File: src/rtl/riscv32_pkg.sv
// Shared RV32 loader definitions: word width, the HLT opcode and the loader
// state encoding used by program_loader and its checksum helper.
package riscv32_pkg;

  localparam int         WORD_W = 32;
  localparam logic [6:0] HLT_OP = 7'h7f;

  typedef enum logic [2:0] {
    IDLE,
    LOAD,
    DRAIN,
    RELEASE,
    RUN,
    ERR
  } loader_state_e;

  function automatic logic is_hlt(input logic [WORD_W-1:0] word,
                                  input logic [6:0]        opcode);
    return word[WORD_W-1 -: 7] == opcode;
  endfunction

endpackage

File: src/rtl/loader_cksum.sv
// Wrapping 32-bit running sum of accepted instruction words; exists only in
// builds with LOADER_CHECKSUM_EN defined.
`ifdef LOADER_CHECKSUM_EN
module loader_cksum
  import riscv32_pkg::*;
(
  input  logic              clk1,
  input  logic              rst,
  input  logic              clear,
  input  logic              add,
  input  logic [WORD_W-1:0] word,
  output logic [WORD_W-1:0] sum
);

  logic [WORD_W-1:0] sum_q, sum_d;

  always_comb begin
    sum_d = sum_q;
    if (clear) begin
      sum_d = '0;
    end else if (add) begin
      sum_d = sum_q + word;
    end
  end

  always_ff @(posedge clk1 or posedge rst) begin
    if (rst) begin
      sum_q <= '0;
    end else begin
      sum_q <= sum_d;
    end
  end

  assign sum = sum_q;

endmodule
`endif

File: src/rtl/program_loader.sv
// Streams instruction words into instruction memory, then releases the core.
// Optional build macro LOADER_CHECKSUM_EN adds a checksum gate before release.
module program_loader
  import riscv32_pkg::*;
#(
  parameter int         ADDR_W     = 10,
  parameter logic [6:0] HLT_OPCODE = HLT_OP
) (
  input  logic              clk1,
  input  logic              rst,
  input  logic              start,
  input  logic              in_valid,
  output logic              in_ready,
  input  logic [WORD_W-1:0] in_data,
  output logic              imem_we,
  output logic [ADDR_W-1:0] imem_addr,
  output logic [WORD_W-1:0] imem_wdata,
  output logic              core_hold,
  output logic              core_start,
  output logic              busy,
  output logic              done,
  output logic              err,
  output logic [ADDR_W:0]   word_count
`ifdef LOADER_CHECKSUM_EN
  ,
  input  logic [WORD_W-1:0] expected_sum,
  output logic [WORD_W-1:0] checksum
`endif
);

  localparam logic [ADDR_W:0] WC_ONE = (ADDR_W + 1)'(1);
  localparam logic [ADDR_W:0] DEPTH  = WC_ONE << ADDR_W;

  loader_state_e     state_q, state_d;
  logic              in_ready_q, in_ready_d;
  logic              imem_we_q, imem_we_d;
  logic [ADDR_W-1:0] imem_addr_q, imem_addr_d;
  logic [WORD_W-1:0] imem_wdata_q, imem_wdata_d;
  logic              core_hold_q, core_hold_d;
  logic              core_start_q, core_start_d;
  logic              busy_q, busy_d;
  logic              done_q, done_d;
  logic              err_q, err_d;
  logic [ADDR_W:0]   word_count_q, word_count_d;
  logic [ADDR_W:0]   wc_inc;
  logic              xfer;

  // in_ready_q is only ever high in LOAD, so it also gates in_valid elsewhere.
  assign xfer   = in_valid && in_ready_q;
  assign wc_inc = word_count_q + WC_ONE;

  // NOTE: every signal written here gets a default first; a path that leaves
  // one unassigned would infer a latch.
  always_comb begin
    state_d      = state_q;
    imem_we_d    = 1'b0;
    imem_addr_d  = imem_addr_q;
    imem_wdata_d = imem_wdata_q;
    word_count_d = word_count_q;

    unique case (state_q)
      IDLE, RUN, ERR: begin
        if (start) begin
          state_d      = LOAD;
          imem_addr_d  = '0;
          word_count_d = '0;
        end
      end
      LOAD: begin
        if (xfer) begin
          imem_we_d    = 1'b1;
          imem_addr_d  = word_count_q[ADDR_W-1:0];
          imem_wdata_d = in_data;
          word_count_d = wc_inc;
          if (is_hlt(in_data, HLT_OPCODE)) begin
            state_d = DRAIN;
          end else if (wc_inc == DEPTH) begin
            state_d = ERR;
          end
        end
      end
      DRAIN: begin
`ifdef LOADER_CHECKSUM_EN
        state_d = (checksum != expected_sum) ? ERR : RELEASE;
`else
        state_d = RELEASE;
`endif
      end
      RELEASE: state_d = RUN;
      default: state_d = IDLE;
    endcase
  end

  // Status outputs are decoded from the next state so they land in registers.
  always_comb begin
    in_ready_d   = 1'b0;
    core_hold_d  = 1'b1;
    core_start_d = 1'b0;
    busy_d       = 1'b0;
    done_d       = 1'b0;
    err_d        = 1'b0;
    unique case (state_d)
      LOAD: begin
        in_ready_d = 1'b1;
        busy_d     = 1'b1;
      end
      DRAIN:   busy_d = 1'b1;
      RELEASE: begin
        busy_d       = 1'b1;
        core_hold_d  = 1'b0;
        core_start_d = 1'b1;
      end
      RUN: begin
        core_hold_d = 1'b0;
        done_d      = 1'b1;
      end
      ERR:     err_d = 1'b1;
      default: ;
    endcase
  end

  // NOTE: sequential state uses non-blocking assignments only, so every flop
  // samples pre-edge values regardless of statement order.
  // NOTE: the instruction memory itself is deliberately never cleared by rst;
  // a partial image stays in place and the next load simply overwrites it.
  always_ff @(posedge clk1 or posedge rst) begin
    if (rst) begin
      state_q      <= IDLE;
      in_ready_q   <= 1'b0;
      imem_we_q    <= 1'b0;
      imem_addr_q  <= '0;
      imem_wdata_q <= '0;
      core_hold_q  <= 1'b1;
      core_start_q <= 1'b0;
      busy_q       <= 1'b0;
      done_q       <= 1'b0;
      err_q        <= 1'b0;
      word_count_q <= '0;
    end else begin
      state_q      <= state_d;
      in_ready_q   <= in_ready_d;
      imem_we_q    <= imem_we_d;
      imem_addr_q  <= imem_addr_d;
      imem_wdata_q <= imem_wdata_d;
      core_hold_q  <= core_hold_d;
      core_start_q <= core_start_d;
      busy_q       <= busy_d;
      done_q       <= done_d;
      err_q        <= err_d;
      word_count_q <= word_count_d;
    end
  end

  assign in_ready   = in_ready_q;
  assign imem_we    = imem_we_q;
  assign imem_addr  = imem_addr_q;
  assign imem_wdata = imem_wdata_q;
  assign core_hold  = core_hold_q;
  assign core_start = core_start_q;
  assign busy       = busy_q;
  assign done       = done_q;
  assign err        = err_q;
  assign word_count = word_count_q;

`ifdef LOADER_CHECKSUM_EN
  logic cksum_clear;
  logic cksum_add;

  assign cksum_clear = (state_d == LOAD) && (state_q != LOAD);
  assign cksum_add   = xfer;

  loader_cksum u_cksum (
    .clk1  (clk1),
    .rst   (rst),
    .clear (cksum_clear),
    .add   (cksum_add),
    .word  (in_data),
    .sum   (checksum)
  );
`endif

endmodule

File: config.mk
export PLATFORM = sky130hd
export DESIGN_NAME = program_loader
export DESIGN_NICKNAME = d
export VERILOG_FILES = /design/src/rtl/riscv32_pkg.sv /design/src/rtl/loader_cksum.sv /design/src/rtl/program_loader.sv
export SDC_FILE = /design/constraint.sdc
export NUM_CORES = 1
export LEC_CHECK = 0
export CAP_MARGIN = 20
export CORE_MARGIN = 8
export CORE_UTILIZATION = 45
export DETAILED_ROUTE_END_ITERATION = 8
export HOLD_SLACK_MARGIN = 0.05
export PLACE_DENSITY_LB_ADDON = 0.25
export SYNTH_ARGS = -nofsm -noshare
export SYNTH_HDL_FRONTEND = slang
export SYNTH_SLANG_ARGS = --single-unit
File: constraint.sdc
create_clock -name clk1 -period 2.3 [get_ports clk1]
set_input_delay 0.46 -clock clk1 [delete_from_list [all_inputs] [get_ports clk1]]
set_output_delay 0.46 -clock clk1 [all_outputs]
set_load 0.02 [all_outputs]
==> key figures <==
Cells and area
  • Number of fillers in the final layout: ~470
  • Nets: around 440
  • Storage cell area: about 0.0016 mm^2
  • ANT cells: 0
  • Multi-input gate area: between 0.001 and 0.0015 mm^2
  • Area Overhead vs Synth: 49.1%
  • Most common cell after layout, fill and taps aside: nand2_1
  • Ratio of cells with drive above 1 in the final layout: under 10%
  • Final core utilization: between 60% and 70%
  • Most frequent cells in the layout: nand2_1 (110), clkdlybuf4s50_1 (95), dfrtp_1 (62), o21ai_0 (17), buf_4 (16)

STA
  • Final hold violation count: 0
  • Setup TNS: 0 ps
  • Least-Margin Pin Slew: just over 700 ps
  • Final min period: 2140 ps
  • Worst setup margin: 158 ps
  • Final period utilization: 93.1%
  • Slew HR: 52.7%
  • Clock skew: about 10 ps
  • Worst hold slack: between 400 and 500 ps
  • Setup violations, final: 0
  • RSZ-0062 raised after global routing: no
  • Max-slew violations: 0
  • Fmax: between 400 and 500 MHz

Logic synthesis
  • Synth warn: 0
  • Number of flops mapped to enable cells by yosys: 0
  • Synth area leader: dfrtp_1
  • Mapped Cells: 303
  • Ys flop type: dfrtp_1
  • Syn Area/Cell: 9.08 um^2
  • Mapped Nets: between 300 and 400
  • Most area-consuming cells after synthesis: dfrtp_1 (56%), nand2_1 (15%), o21ai_0 (3.1%)
  • Post-Syn Area: approximately 0.0028 mm^2
  • Distinct cell type count after synthesis: slightly above 40
  • Async set or reset register ratio after synthesis: 100%
  • FF+latch count, synth: 63
  • Share of the synthesized area in the top cell type: between 50 and 60%
  • Post-synthesis sequential area ratio: roughly 57%

Critical path
  • CP Data Required Time: between 2000 and 3000 ps
  • Crit path kind: in2reg
  • Startpoint Class: input pin
  • Max FO, Critical Path: between 40 and 50
  • Worst Path Arrival: around 2400 ps
  • Critical path endpoint category: flop
  • R2r setup slk: between 300 and 400 ps

Pwr
  • Power Density: approximately 820 mW/mm^2
  • Total power: 3.35 mW
  • Worst IR Drop VDD: between 0.0006 and 0.0007 V
  • Leakage power: 1.89 nW

Placed design
  • Setup WS pre-CTS: -160 ps
  • Placer Congestion: 0.796
  • PortBufs: between 90 and 100
  • Post-DP HPWL: about 5400 um

GRT
  • Remaining global-route overflow: 0
  • First-pass GRT wire length: roughly 13,000 um
  • Largest net degree at the start of global routing: 50
  • Initial antenna violation count: 0
  • Number of global-route vias before repair: 2,523
  • Overall Global Routing Usage: 18.1%

Clock tree
  • Worst-skew pair later-pin latency: around 340 ps
  • Clock buffer depth: 2
  • Reg clk slew, reported paths: approximately 70 ps
  • CTS Sinks: between 60 and 70
  • # Post-CTS Setup Buffers: 0
  • CTS Buf Count: 9
  • Hold_buf cts: 0
  • Post-CTS resize count: 0
  • TritonCTS clock tree: yes
  • Root Buffer: clkbuf_8
  • H-tree depth: 3

Status
  • Status: completed

Drt
  • Via-to-Cell Ratio: 5.13
  • Via count: 2,493
  • Drt total wl: between 7000 and 8000 um
  • Drt pass-1 iters: 4
  • DRC: 0
  • Number of routed nets with antenna violations: 0
  • WL/cell: 16.0 um
  • DRT iter0 DRCs: approximately 120

Job
  • Max Cap Viol: 0

Floorplanning
  • Io pins: 96
  • Core Area: ~0.006 mm^2
  • Die Y-Extent: between 90 and 100 um
  • Initial core utilization: 46.5%
  • Row count: 28
  • Die W: 94.2 um
  • Die area: around 0.009 mm^2

Hold path
  • Worst hold path type: reg2reg
per-stage QoR:
step / std cells / area (um^2)
global route: 486 / 4100
floorplan: 303 / 2750
finish: 486 / 4100
global placement: 469 / 3870
detailed placement: 470 / 3880
CTS: 486 / 4100
cells by family (layout without fill, tap and decap cells):
kind of cell               count (synthesis)  in the layout  share of synthesized area [%]
and+or+nand+nor                          157            157                           24.5
DFF                                       63             63                           57.3
AOI/OAI and AO/OA                         51             51                           12.5
buffers and inverters                     28            136                           4.27
xor gates and xnor gates                   3              3                          0.955
adders and majority gates                  1              1                          0.454
registers in the layout, indices dropped and copies added (netlist names):
signal,count
imem_wdata,32
word_count,11
imem_addr,10
state_q,3
busy,1
core_hold,1
core_start,1
done,1
err,1
imem_we,1
in_ready,1
routing by layer:
| layer | GRT usage [%] | vias up | wire (um) |
|---|---|---|---|
| li1 | - | 1212 | - |
| met1 | 22.4 | 1197 | 3340 |
| met2 | 28.7 | 70 | 3840 |
| met3 | 4.08 | 14 | 410 |
| met4 | 10.0 | 0 | 197 |
| met5 | 0 | - | 0 |
path summary, 6_finish.rpt:
kind / depth (start not counted) / to / from
min reg2reg: 2 / imem_addr[9]$_DFFE_PP0P_ / imem_addr[9]$_DFFE_PP0P_
max in group asynchronous: 3 / core_hold$_DFF_PP1_ / rst
max reg2reg: 6 / err$_DFF_PP0_ / word_count[0]$_DFFE_PP0P_
min in group asynchronous: 3 / imem_wdata[13]$_DFFE_PP0P_ / rst
max: 7 / err$_DFF_PP0_ / in_valid
min: 2 / imem_addr[9]$_DFFE_PP0P_ / imem_addr[9]$_DFFE_PP0P_
cell type report:
type                       instances  share of cell area, %
multi-input combinational        212                   25.8
tap                               75                   2.29
clock inverter                     6                   2.04
inverter                           6                  0.549
sequential                        63                   38.4
clock buffer                      10                   3.35
timing repair buffer             114                   27.6
power by group:
part | switching, mW | internal [mW]
registers | 0.0902 | 1.25
logic | 0.501 | 0.449
clock network | 0.426 | 0.636
total | 1.02 | 2.33
synthesized netlist by cell type (2+ instances only):
library cell	instances
a21oi_1	9
a22o_1	9
and2_1	2
buf_2	8
clkbuf_1	12
clkbuf_2	2
dfrtp_1	62
inv_1	6
nand2_1	110
nand3_1	8
nand4_1	3
nor2_1	12
nor2b_1	2
nor3_1	8
nor4_1	3
o21ai_0	17
o31ai_1	4
xor2_1	3
critical path, cell delays in order:
cell	delay, ps
clkdlybuf4s50_1	460
nand2_1	80
or3_1	370
buf_4	300
nor4_1	310
o2111a_2	290
o21a_1	140
Note: power is estimated with default switching activity, not from simulation.
